$ cat config.mk
export PLATFORM = sky130hd
export DESIGN_NAME = control_sequencer
export DESIGN_NICKNAME = d
export VERILOG_FILES = /design/src/rtl/control_sequencer_pkg.sv /design/src/rtl/control_sequencer.sv
export SDC_FILE = /design/constraint.sdc
export NUM_CORES = 1
export LEC_CHECK = 0
export ABC_AREA = 1
export CAP_MARGIN = 20
export CELL_PAD_IN_SITES_DETAIL_PLACEMENT = 1
export CELL_PAD_IN_SITES_GLOBAL_PLACEMENT = 2
export CORE_MARGIN = 4
export CORE_UTILIZATION = 26
export DETAILED_ROUTE_END_ITERATION = 10
export MAX_ROUTING_LAYER = met4
export PLACE_DENSITY_LB_ADDON = 0.1
export SYNTH_ARGS = -nofsm -noshare
export SYNTH_HDL_FRONTEND = slang
export SYNTH_SLANG_ARGS = --single-unit
$ cat constraint.sdc
create_clock -name clk -period 2.1 [get_ports clk]
set_clock_uncertainty 0.15 [all_clocks]
set_input_delay 0.315 -clock clk [delete_from_list [all_inputs] [get_ports clk]]
set_output_delay 0.315 -clock clk [all_outputs]
set_load 0.005 [all_outputs]
$ cat src/rtl/control_sequencer_pkg.sv
// Shared definitions for the fetch/decode/execute sequencer: state encoding,
// special opcodes and instruction-word field positions.
package control_sequencer_pkg;

  typedef enum logic [2:0] {
    IDLE    = 3'd0,
    FETCH   = 3'd1,
    DECODE  = 3'd2,
    EXECUTE = 3'd3,
    HALT    = 3'd4
  } state_e;

  localparam logic [2:0] OP_JMP = 3'd6;
  localparam logic [2:0] OP_HLT = 3'd7;

  localparam int OPC_MSB = 7;
  localparam int OPC_LSB = 5;
  localparam int OPD_W   = 5;

endpackage

$ cat src/rtl/control_sequencer.sv
// Fetch/decode/execute sequencer driving the 3-to-8 opcode decoder; owns the
// PC, instruction register, jump/halt handling and execute-stage stalls.
module control_sequencer
  import control_sequencer_pkg::*;
#(
  parameter int ADDR_W = 8
) (
  input  logic              clk,
  input  logic              rst_n,
  input  logic              start,
  output logic              mem_req,
  output logic [ADDR_W-1:0] mem_addr,
  input  logic              mem_ack,
  input  logic [7:0]        mem_rdata,
  input  logic              busy,
  output logic              dec_en,
  output logic [2:0]        dec_sel,
  output logic [4:0]        operand,
  output logic              halted
);

  state_e            state_q, state_d;
  logic [ADDR_W-1:0] pc_q, pc_d;
  logic [7:0]        ir_q, ir_d;
  logic [2:0]        opcode;

  assign opcode = ir_q[OPC_MSB:OPC_LSB];

  always_comb begin
    state_d = state_q;
    pc_d    = pc_q;
    ir_d    = ir_q;
    case (state_q)
      IDLE, HALT: begin
        // PC is left alone so a resume after HLT continues with the next word.
        if (start) state_d = FETCH;
      end
      FETCH: begin
        if (mem_ack) begin
          ir_d    = mem_rdata;
          pc_d    = pc_q + ADDR_W'(1);
          state_d = DECODE;
        end
      end
      DECODE: state_d = EXECUTE;
      EXECUTE: begin
        if (!busy) begin
          case (opcode)
            OP_JMP: begin
              pc_d    = {{(ADDR_W-OPD_W){1'b0}}, ir_q[OPD_W-1:0]};
              state_d = FETCH;
            end
            OP_HLT:  state_d = HALT;
            default: state_d = FETCH;
          endcase
        end
      end
      default: state_d = IDLE;
    endcase
  end

  always_ff @(posedge clk or negedge rst_n) begin
    if (!rst_n) begin
      state_q <= IDLE;
      pc_q    <= '0;
      ir_q    <= '0;
    end else begin
      state_q <= state_d;
      pc_q    <= pc_d;
      ir_q    <= ir_d;
    end
  end

  // Outputs decode registered state only, so no input reaches an output combinationally.
  assign mem_req  = (state_q == FETCH);
  assign mem_addr = pc_q;
  assign dec_en   = (state_q == EXECUTE);
  assign dec_sel  = opcode;
  assign operand  = ir_q[OPD_W-1:0];
  assign halted   = (state_q == HALT);

endmodule

==> implementation parameters <==
Parameter                              Value

Run status
  Result of the run ... finished, final reports clean

Clock tree
  Clock transition at the register clock pins on the worst setup and hold paths after CTS ... 80 ps
  Total clock buffers created by CTS ... 3
  Htree depth ... 1
  Hold buffer count at cts ... 0
  Master cell of the clock root buffer ... clkbuf_8
  Count of clock tree sinks ... 19
  Insertion delay to the later sink of the worst-skew pair ... 260 ps
  TritonCTS clock tree ... built
  Maximum buffer depth of the clock tree ... 2

Critical path
  Last element of the critical path ... mem_req
  Slowest CP cell ... clkdlybuf4s50_1
  Reg2Reg Capture Point ... mem_addr[5]$_DFFE_PN0P_
  CP Class ... reg2out
  Worst-path maximum fanout ... 5
  Required time worst endpoint ... 1630 ps
  Slowest Stage Delay on Critical Path ... approximately 500 ps
  Depth of the worst register-to-register path ... 7
  Signal arrival time at the worst endpoint ... 1500 ps
  Crit end category ... output port
  First element of the critical path ... state_q[2]$_DFFE_PN0P_
  Register-to-Register Setup Slack ... between 500 and 600 ps
  Startpoint of the worst-slack reg-to-reg timing path ... state_q[2]$_DFFE_PN0P_
  Crit start category ... flop
  Sequence of cells on the critical path ... inv_2, nand3_2, inv_1, clkdlybuf4s50_1

Placed design
  Port Buf Inserts ... 31
  Placed wire-length estimate after detailed placement ... around 2.4 mm
  Placer Congestion ... 0.840

Timing
  Max-Slew Margin vs Limit ... roughly 80%
  Count of final setup violators ... 0
  Unrepaired setup endpoints after global routing ... no
  Number of slew-limit violations in the final report ... 0
  Tmin final ... slightly below 2000 ps
  F_max ... between 500 and 600 MHz
  Post-route clock period utilization ... 93.3%
  Hold Fails Final Rpt ... 0
  Hold_ws ... roughly 230 ps
  Slew of the pin with the lowest slew margin ... a little under 300 ps
  Setup TNS ... 0 ps

Routing
  Routed WL per cell ... 13.2 microns
  Post-detailed-route DRC marker count ... 0
  Drt total wl ... 2.97 mm
  Vias post-DR ... 1049
  Via density per instance ... around 4.6
  First drt pass iteration count ... 4
  Violation count after the first detailed-routing iteration ... 35
  Remaining antenna violation count ... 0

Floorplan
  Floorplan die height ... around 71 microns
  Die Area ... between 0.005 and 0.006 sq mm
  Width of the die ... roughly 71 microns
  Core outline area ... between 0.003 and 0.004 sq mm
  Number of I/O pins ... 32
  FP Rows ... 22
  Initial Utilization ... approximately 28%

Synthesis
  Count of synthesis-stage warnings from yosys ... 0
  Part of the Yosys area used for sequential elements ... 45.5%
  Syn Std Cell Area ... 0.00104 sq mm
  Synthesized area per cell ... between 7 and 8 sq um
  Yosys cell types ... 20
  Yosys reg bits ... 19
  Synthesized netlist cell count ... roughly 140
  Total nets after synthesis ... about 160

Final layout
  Area used by multi-input combinational logic ... between 400 and 500 sq um
  Layout cell share with drive strength beyond 1 ... roughly a tenth
  Count of fill cells added during filler insertion ... 460
  Synth-to-Final Area Change ... 39.9%
  Most frequent standard cell in the layout excluding fill and tap cells ... nand2_1
  Top library cells by usage in the layout, fill and taps aside ... nand2_1, clkdlybuf4s50_1, dfrtp_1, inv_1, nand3_1
  Final core utilization ... between 30 and 40%
  Post-layout net count ... roughly 190
  Antenna fix cells ... 0
  Area taken by flip-flops and latches ... 475 sq um

Global routing
  Wire length of the first global-routing pass ... between 5 and 6 mm
  Via count of the first global-routing pass ... ~1100
  Overall Global Routing Usage ... a little over an eighth
  Residual overflow from global routing ... 0
  Largest net degree at the start of global routing ... 20
  Initial antenna violation count ... 0

Flow run
  Max capacitance violation total ... 0

Power and ir drop
  Leakage power summed over all cells ... 0.670 nW
  Max VDD drop ... around 0.00051 V
  Power per cell area ... about 1300 mW/mm^2

Worst hold path
  Worst min-delay path category ... in2async
==> Yosys cell counts <==
cell       n  area share [%]
buf_2      1            0.48
buf_4      1            0.72
clkbuf_2   1            0.48
dfrtp_1   19              46
ha_1       1             1.2
inv_1     17             6.1
inv_2      2            0.72
nand2_1   47              17
nand2_2    2             1.2
nand3_1   15             7.2
nand3_2    2             1.9
nand4_1    1            0.60
nor2_1    10             3.6
nor2_2     2             1.2
nor2_4     1             1.1
o21ai_0   13             6.2
o21ai_1    6             2.9
o21bai_1   1            0.72
o31ai_1    1            0.72
or2_2      1            0.60
==> how the worst min path moves through the flow <==
| stage | startpoint | end | slack (ps) |
|---|---|---|---|
| 6_report | rst_n | mem_addr[7]$_DFFE_PN0P_ | 230 |
| 5_1_grt | rst_n | mem_addr[1]$_DFFE_PN0P_ | 260 |
| 4_1_cts | rst_n | mem_addr[7]$_DFFE_PN0P_ | 250 |
| 3_5_place_dp | ir_q[6]$_DFFE_PN0P_ | ir_q[6]$_DFFE_PN0P_ | 370 |
| 3_3_place_gp | ir_q[6]$_DFFE_PN0P_ | ir_q[6]$_DFFE_PN0P_ | 370 |
| 2_1_floorplan | rst_n | ir_q[0]$_DFFE_PN0P_ | -130 |
==> final cells by class <==
cell class                      count  area share [%]
Multi-Input combinational cell    103            32.9
Sequential cell                    19            32.5
Timing Repair Buffer               33            22.3
Inverter                           19            4.88
Tap cell                           48            4.11
Clock buffer                        3            2.83
Clock inverter                      1           0.514
==> critical path, delay by kind of cell, from the launching register on <==
| kind | cells | cell delay, ps |
|---|---|---|
| and+or+nand+nor | 1 | 120 |
| buffers and inverters | 3 | 690 |
| DFF | 1 | 430 |
==> sequential cells by signal (all words and copies together), names as in the netlist <==
| register | count |
|---|---|
| ir_q | 8 |
| mem_addr | 8 |
| state_q | 3 |
==> stage by stage <==
| stage | instance area [sq um] | std cells | setup slack (ps) | power [mW] |
|---|---|---|---|---|
| 3_3_place_gp | 1410 | 222 | 416 | 1.62 |
| 3_5_place_dp | 1410 | 222 | 391 | 1.66 |
| 4_1_cts | 1460 | 226 | 90.2 | 1.94 |
| 6_report | 1460 | 226 | 140 | 1.90 |
| 5_1_grt | 1460 | 226 | 25.9 | 2.10 |
| 2_1_floorplan | 1040 | 144 | 699 | 1.17 |
==> timing repair <==
action	CTS	global route
resized for setup	0	1
endpoints found under the hold margin	0	0
setup buffers	0	0
setup endpoints to repair	0	1
==> per-layer routing <==
| layer | part of all wire, % | up-vias | GRT usage [%] | wire, microns |
|---|---|---|---|---|
| met5 | 0 | - | - | 0 |
| met4 | 0.77 | 0 | 3.13 | 23 |
| met3 | 5.2 | 2 | 3.37 | 155 |
| met2 | 47 | 29 | 21.4 | 1390 |
| met1 | 47 | 495 | 17.3 | 1400 |
| li1 | - | 523 | - | - |
==> logic make-up after synthesis <==
family	synth area share, %
flip-flops	45.5
buffers and inverters	8.50
AND/OR/NAND/NOR	34.3
adder cells (fa/ha/maj)	1.20
AO/OA/AOI/OAI	10.5
==> where the power goes <==
| group | leakage (nW) | total [mW] | switching [mW] | internal, mW |
|---|---|---|---|---|
| combinational | 0.407 | 0.982 | 0.528 | 0.454 |
| clock | 0.0217 | 0.274 | 0.140 | 0.134 |
| sequential | 0.242 | 0.648 | 0.145 | 0.503 |
| total | 0.670 | 1.90 | 0.814 | 1.09 |
Power figures use the tool's default switching activity.
